$ cat src/rtl/multichannel_audio_parallelizer_if.sv
// Stream interface of the multichannel audio parallelizer: channel-tagged serial samples in,
// complete parallel frames out, both with valid/ready handshakes.
interface multichannel_audio_parallelizer_if #(
    parameter int unsigned audio_width = 32,
    parameter int unsigned channels    = 2
);
    localparam int unsigned cw = $clog2(channels);

    logic                            i_valid;
    logic                            i_ready;
    logic [cw-1:0]                   i_channel;
    logic [audio_width-1:0]          i_audio;
    logic                            o_valid;
    logic                            o_ready;
    logic [channels*audio_width-1:0] o_frame;
    logic                            o_sync_error;
    logic [15:0]                     o_drop_count;

    // Environment side: sample source and frame sink.
    modport master (
        output i_valid, i_channel, i_audio, o_ready,
        input  i_ready, o_valid, o_frame, o_sync_error, o_drop_count
    );

    // Parallelizer side.
    modport slave (
        input  i_valid, i_channel, i_audio, o_ready,
        output i_ready, o_valid, o_frame, o_sync_error, o_drop_count
    );
endinterface

$ cat src/rtl/multichannel_audio_parallelizer.sv
// Assembles channel-tagged serial samples into parallel frames with order checking, resync on
// channel 0, and a one-frame holding slot so input keeps flowing while a frame waits downstream.
module multichannel_audio_parallelizer #(
    parameter int unsigned audio_width = 32,
    parameter int unsigned channels    = 2
) (
    input logic                              clk,
    input logic                              reset,
    multichannel_audio_parallelizer_if.slave bus
);
    localparam int unsigned   cw      = $clog2(channels);
    localparam logic [cw-1:0] last_ch = cw'(channels - 1);

    logic [channels-1:0][audio_width-1:0] asm_q, asm_d, asm_wr;
    logic [channels*audio_width-1:0]      frame_q, frame_d;
    logic [cw-1:0]                        exp_q, exp_d;
    logic                                 pending_q, pending_d;
    logic                                 o_valid_q, o_valid_d;
    logic                                 sync_q, sync_d;
    logic [15:0]                          drop_q, drop_d;
    logic                                 accept, in_order, drain, drop_inc;

    always_ff @(posedge clk or posedge reset) begin
        if (reset) begin
            asm_q     <= '0;
            frame_q   <= '0;
            exp_q     <= '0;
            pending_q <= 1'b0;
            o_valid_q <= 1'b0;
            sync_q    <= 1'b0;
            drop_q    <= '0;
        end else begin
            asm_q     <= asm_d;
            frame_q   <= frame_d;
            exp_q     <= exp_d;
            pending_q <= pending_d;
            o_valid_q <= o_valid_d;
            sync_q    <= sync_d;
            drop_q    <= drop_d;
        end
    end

    always_comb begin
        accept   = bus.i_valid && !pending_q;
        in_order = (bus.i_channel == exp_q);
        drain    = o_valid_q && bus.o_ready;
        // Assembly contents including the current in-order sample.
        asm_wr        = asm_q;
        asm_wr[exp_q] = bus.i_audio;
    end

    always_comb begin
        asm_d     = asm_q;
        frame_d   = frame_q;
        exp_d     = exp_q;
        pending_d = pending_q;
        o_valid_d = o_valid_q;
        sync_d    = 1'b0;
        drop_inc  = 1'b0;

        if (drain) begin
            if (pending_q) begin
                frame_d   = asm_q;
                pending_d = 1'b0;
            end else begin
                o_valid_d = 1'b0;
            end
        end

        // No accept can happen while pending, so this never collides with the pending drain.
        if (accept) begin
            if (in_order) begin
                asm_d = asm_wr;
                if (exp_q == last_ch) begin
                    exp_d = '0;
                    if (!o_valid_q || bus.o_ready) begin
                        frame_d   = asm_wr;
                        o_valid_d = 1'b1;
                    end else begin
                        pending_d = 1'b1;
                    end
                end else begin
                    exp_d = exp_q + cw'(1);
                end
            end else begin
                sync_d = 1'b1;
                if (bus.i_channel == '0) begin
                    asm_d[0] = bus.i_audio;
                    exp_d    = cw'(1);
                    drop_inc = (exp_q != '0);
                end else begin
                    exp_d    = '0;
                    drop_inc = 1'b1;
                end
            end
        end

        drop_d = (drop_inc && drop_q != 16'hFFFF) ? drop_q + 16'd1 : drop_q;
    end

    assign bus.i_ready      = !pending_q;
    assign bus.o_valid      = o_valid_q;
    assign bus.o_frame      = frame_q;
    assign bus.o_sync_error = sync_q;
    assign bus.o_drop_count = drop_q;
endmodule

$ cat src/flat_wrapper.sv
// flat-port wrapper written by rule: the top's interface ports become plain ports
module multichannel_audio_parallelizer_flat 
#(
    parameter int unsigned audio_width = 32,
    parameter int unsigned channels    = 2
)
  (clk, reset, bus_i_valid, bus_i_channel, bus_i_audio, bus_o_ready, bus_i_ready, bus_o_valid, bus_o_frame, bus_o_sync_error, bus_o_drop_count);
  multichannel_audio_parallelizer_if #(.audio_width(audio_width), .channels(channels)) bus_i ();
  input logic clk;
  input logic reset;
  input wire logic [$bits(bus_i.i_valid)-1:0] bus_i_valid;
  input wire logic [$bits(bus_i.i_channel)-1:0] bus_i_channel;
  input wire logic [$bits(bus_i.i_audio)-1:0] bus_i_audio;
  input wire logic [$bits(bus_i.o_ready)-1:0] bus_o_ready;
  output wire logic [$bits(bus_i.i_ready)-1:0] bus_i_ready;
  output wire logic [$bits(bus_i.o_valid)-1:0] bus_o_valid;
  output wire logic [$bits(bus_i.o_frame)-1:0] bus_o_frame;
  output wire logic [$bits(bus_i.o_sync_error)-1:0] bus_o_sync_error;
  output wire logic [$bits(bus_i.o_drop_count)-1:0] bus_o_drop_count;
  assign bus_i.i_valid = bus_i_valid;
  assign bus_i.i_channel = bus_i_channel;
  assign bus_i.i_audio = bus_i_audio;
  assign bus_i.o_ready = bus_o_ready;
  assign bus_i_ready = bus_i.i_ready;
  assign bus_o_valid = bus_i.o_valid;
  assign bus_o_frame = bus_i.o_frame;
  assign bus_o_sync_error = bus_i.o_sync_error;
  assign bus_o_drop_count = bus_i.o_drop_count;
  multichannel_audio_parallelizer #(.audio_width(audio_width), .channels(channels)) u_core (.clk(clk), .reset(reset), .bus(bus_i));
endmodule
$ cat config.mk
export PLATFORM = sky130hd
export DESIGN_NAME = multichannel_audio_parallelizer_flat
export DESIGN_NICKNAME = d
export VERILOG_FILES = /design/src/rtl/multichannel_audio_parallelizer_if.sv /design/src/rtl/multichannel_audio_parallelizer.sv /design/src/flat_wrapper.sv
export SDC_FILE = /design/constraint.sdc
export NUM_CORES = 1
export LEC_CHECK = 0
export ABC_AREA = 0
export CELL_PAD_IN_SITES_DETAIL_PLACEMENT = 0
export CELL_PAD_IN_SITES_GLOBAL_PLACEMENT = 2
export CORE_ASPECT_RATIO = 0.7
export CORE_UTILIZATION = 36
export DETAILED_ROUTE_END_ITERATION = 16
export GPL_TIMING_DRIVEN = 0
export PLACE_DENSITY_LB_ADDON = 0.1
export SETUP_SLACK_MARGIN = 0.2
export SYNTH_ARGS = -nofsm -noshare
export SYNTH_HDL_FRONTEND = slang
export SYNTH_SLANG_ARGS = --single-unit
$ cat constraint.sdc
create_clock -name clk -period 11.2 [get_ports clk]
set_clock_uncertainty 0.1 [all_clocks]
set_input_delay 1.12 -clock clk [delete_from_list [all_inputs] [get_ports clk]]
set_output_delay 1.12 -clock clk [all_outputs]
set_load 0.02 [all_outputs]
**After elaboration in Yosys (flattened, before gate mapping)**

Index checks and enable logic that the tools add are counted.

- Bits in registers: 148
- Word-level logic and storage cells: 54
- Output and inout bits: 83

- $add $sub $neg: 2
- Eq/ne operators: 3
- Reductions and logical operators: 9
- Mux-type cells: 30
- Order comparisons: 2

Operators with widths:

| cell | count |
|---|---|
| two-way mux 64 bit | 6 |
| two-way mux 32 bit | 3 |
| bitwise mux 64 bit | 1 |
| demux 32 bit (select 1 bit) | 1 |
| two-way mux 1 bit | 19 |
| adder 16 x 1 -> 16 bit, second input constant | 1 |
| inequality test 16 bit, second input constant | 1 |
| logical AND 1 bit | 4 |
| AND reduction 2 bit | 2 |
| zero test 1 bit | 2 |
| less-than comparator 1 x 2 -> 1 bit, second input constant | 1 |
| inequality test 2 x 1 -> 1 bit, second input constant | 1 |
| adder 1 bit, second input constant | 1 |
| == test 1 bit | 1 |
| >= comparator 1 bit, second input constant | 1 |
| logical OR 1 bit | 1 |

**Logic depth before layout (Yosys ltp)**

- Depth in word-level cells: 9
- Mapped depth: 8
- Mapped depth without buffers: 6

**Least setup slack after synthesis**

No wires, ideal clock.

- Kind: input to register
- Start point: input port bus_i_channel
- End point: register u_core.frame_q[10] (netlist: u_core.bus.o_frame[10])
- Path buffers: 2
- Setup slack: 8.400 ns
- Setup time: 0.128 ns
- Arrival: 2.573 ns
- Required time: 10.972 ns
- Stages: 7
- Cell sequence: inv_1 > ha_1 > nand4bb_1 > buf_2 > o21ai_4 > buf_4 > mux2_1

- Longest elaborated chain between the ends: 3

RTL lines:

| what | line | RTL |
|---|---|---|
| from (decl) | flat_wrapper.sv:12 | `input wire logic [$bits(bus_i.i_channel)-1:0] bus_i_channel;` |
| == test 1 bit | multichannel_audio_parallelizer.sv:45 | `in_order = (bus.i_channel == exp_q);` |
| two-way mux 64 bit | multichannel_audio_parallelizer.sv:72 | `if (in_order) begin` |
| two-way mux 64 bit | multichannel_audio_parallelizer.sv:71 | `if (accept) begin` |
| named net u_core.frame_d[10] | multichannel_audio_parallelizer.sv:15 | `logic [channels*audio_width-1:0] frame_q, frame_d;` |
| to (signal assigned) | multichannel_audio_parallelizer.sv:34 | `frame_q <= frame_d;` |
| to (decl) | multichannel_audio_parallelizer.sv:15 |  |

The timed path passes the listed nets, and every way through them passes these cells.
A chain may end at the register's enable or synchronous reset.

**Final worst setup path**

- Start point: input port bus_i_channel
- End point: register u_core.frame_q[29] (netlist: u_core.bus.o_frame[29])

Same word-level chain as after synthesis.

==> summary.txt <==
Power per cell area - 300.9 nW/µm²
CP arrival - 3.43 ns
CTS root buffer - clkbuf_16
Level count of the clock H-tree - 4
R2R cell count - 7
Final TNS setup - 0 ns
Placed Cells - 846
Worst setup margin - 7.960 ns
Minimum clock period after layout - 3.240 ns
Vias in the first global route - 4348
Reg power frac - 0.386
CP max FO - 10
Gr ovfl total - 0
Final Hold Fails - 0
Final Slew Violations - 0
Startpoint types - input port
Syn_area_per_cell - 11.62 µm²
Post-synthesis sequential area ratio - 0.6301
Drt via density - 4.785
Reg clk slew, reported paths - 0.05 ns
Worst setup EP type - flop
Cts repair resizes - 0
CTS sink count - 148
# IOs - 120
Net Sw Frac - 0.3496
Slew @ Worst Pin - 0.7468 ns
Clock buffer depth - 2
CTS tree - done
Mapped Area - 5878 µm²
Pre-CTS setup slack - 7.499 ns
Syn Nets - 547
Post-Route WL - 14090 µm
CTS Buf Count - 17
Number of synthesized register bits - 148
Max transition margin - 0.5021
Critical path required time - 11.39 ns
I/O Buffers - 119
1st-iter DRT viols - 132
GR Util All Layers - 0.1801
Psw - 0.8357 mW
Die span in x - 154.7 µm
Largest net degree at the start of global routing - 81
Initial core utilization - 0.3735
Pint - 1.555 mW
RePlAce Congestion - 0.7542
Num rows - 38
Setup bufs post-CTS - 0
Final HPWL DP - 9511 µm
Non-Filler Instances - 878
Max Cap Violations - 0
FMAX - 0.3087 GHz
Logic pwr share - 0.384
Share of cells above drive strength 1 - 0.1322
Antenna violations before repair - 0
Crit Path Class - input port to flop
DR WL/cell - 16.05 µm
RSZ-0062 raised after global routing - no
Finish-stage setup viols - 0
Synth unique cells - 33
P&R area growth vs syn - 35.16%
R2R setup slack - 8.74 ns
Core Area - 15740 µm²
# hold bufs at CTS - 0
Fin crit share - 0.2893
Worst Hold Class - flop to flop
Antenna Cells - 0
Die ar. - 16850 µm²
Clk Latency, worst-skew pair - 0.42 ns
Peak supply drop - 0.1632 mV
Outcome - finished, final reports clean
Clock power frac - 0.230
Yosys warns - 0
Fin nets - 686
Post-DRT Antenna Nets - 0
Cells after synthesis - 506
Die Height - 108.9 µm
Lkg Pwr - 3.553 nW
First-pass GRT wire length - 23030 µm
DR pass1 iterations - 8
DR vias - 4201
WHS Path Cells - 2
Residual DRC - 0
metal layers:
metal,GRT usage,share of wire,up-vias
li1,-,-,1987
met1,0.2496,0.51,2101
met2,0.2750,0.44,103
met3,0.05286,0.047,10
met4,0.05092,0.0084,0
met5,0,0,-
path summary, 6_finish.rpt:
kind	start	end
worst max-delay path	bus_i_channel	u_core.bus.o_frame[29]$_DFF_PP0_
worst min-delay path	u_core.asm_q[55]$_DFFE_PP0P_	u_core.asm_q[55]$_DFFE_PP0P_
max in group asynchronous	reset	u_core.bus.o_frame[12]$_DFF_PP0_
worst max register to register	u_core.exp_q$_DFFE_PP0P_	u_core.bus.o_frame[29]$_DFF_PP0_
worst min register to register	u_core.asm_q[55]$_DFFE_PP0P_	u_core.asm_q[55]$_DFFE_PP0P_
min in group asynchronous	reset	u_core.bus.o_drop_count[4]$_DFFE_PP0P_
cell usage after synthesis:
| cell type | instances | share of area |
|---|---|---|
| a21oi_1 | 3 | 0.0026 |
| and3_1 | 1 | 0.0011 |
| and4_1 | 1 | 0.0015 |
| and4bb_2 | 1 | 0.0021 |
| buf_1 | 1 | 0.00064 |
| buf_2 | 9 | 0.0077 |
| buf_4 | 3 | 0.0038 |
| clkbuf_1 | 12 | 0.0077 |
| dfrtp_1 | 148 | 0.63 |
| ha_1 | 4 | 0.0085 |
| inv_1 | 6 | 0.0038 |
| mux2_1 | 28 | 0.054 |
| mux2_2 | 37 | 0.071 |
| nand2_1 | 102 | 0.065 |
| nand2b_1 | 1 | 0.0011 |
| nand3_1 | 6 | 0.0051 |
| nand4_1 | 4 | 0.0043 |
| nand4bb_1 | 1 | 0.0019 |
| nor2_1 | 67 | 0.043 |
| nor2b_1 | 2 | 0.0021 |
| nor3_1 | 8 | 0.0068 |
| nor3b_1 | 1 | 0.0013 |
| nor4_1 | 2 | 0.0021 |
| nor4_2 | 3 | 0.0064 |
| nor4bb_1 | 1 | 0.0017 |
| o211ai_1 | 1 | 0.0013 |
| o21ai_0 | 1 | 0.00085 |
| o21ai_1 | 2 | 0.0017 |
| o21ai_4 | 1 | 0.0028 |
| o22ai_1 | 32 | 0.034 |
| or2_2 | 1 | 0.0011 |
| or4_1 | 1 | 0.0013 |
| xor2_1 | 15 | 0.022 |
final cells by class:
cell class,count,area (µm²)
clock buffers,19,432.9
flip-flops and latches,148,3704
inverters,6,27.53
multi-input cells,327,2036
well taps,220,275.3
fillers,1414,7792
clock inverters,13,135.1
plain buffers,25,116.4
repair buffers,120,1219
power groups by stage:
stage / logic [mW] / clock network [mW] / registers (mW)
3_5_place_dp: 0.928 / 0 / 0.931
5_1_grt: 1.00 / 0.590 / 0.956
3_3_place_gp: 0.908 / 0 / 0.919
4_1_cts: 0.934 / 0.566 / 0.923
2_1_floorplan: 0.382 / 0 / 1.06
6_report: 0.918 / 0.550 / 0.922
critical path, cell delays in order:
cell and delay (ns):
clkdlybuf4s50_1 0.49, inv_1 0.07, ha_1 0.34, nand4bb_1 0.18, buf_2 0.19, o21ai_4 0.39, buf_4 0.29, mux2_1 0.35
metrics by stage:
step | power, mW | area (µm²) | util | hold WS, ns
floorplan | 1.441 | 5878 | - | 0.3460
global placement | 1.827 | 7345 | 0.4667 | 0.3576
detailed placement | 1.859 | 7377 | 0.4688 | 0.3631
CTS | 2.423 | 7945 | 0.5049 | 0.3783
global route | 2.548 | 7945 | 0.5049 | 0.3983
finish | 2.390 | 7945 | 0.5049 | 0.3765
cells in the final DEF (no fill, tap or decap), drive strengths merged, types with 5 or more instances in the layout:
cell | netlist | routed
buf | 13 | 14
clkbuf | 12 | 31
clkdlybuf4s50 | 0 | 119
clkinv | 0 | 8
dfrtp | 148 | 148
inv | 6 | 7
mux2 | 65 | 65
nand2 | 102 | 102
nand3 | 6 | 6
nor2 | 67 | 67
nor3 | 8 | 8
nor4 | 5 | 5
o22ai | 32 | 32
xor2 | 15 | 15
flip-flops by register name, summed over array words and instances (netlist names):
signal / count
u_core.asm_q: 64
u_core.bus.o_frame: 64
u_core.bus.o_drop_count: 16
u_core.bus.o_sync_error: 1
u_core.bus.o_valid: 1
u_core.exp_q: 1
u_core.pending_q: 1
cell families after synthesis:
kind of cell / after synthesis / synth area share
muxes: 65 / 0.1245
and+or+nand+nor: 203 / 0.1477
DFF: 148 / 0.6301
xor gates and xnor gates: 15 / 0.02235
adders and majority gates: 4 / 0.008515
AOI/OAI and AO/OA: 40 / 0.04321
buffers and inverters: 31 / 0.02362
Note: power is estimated with default switching activity, not from simulation.
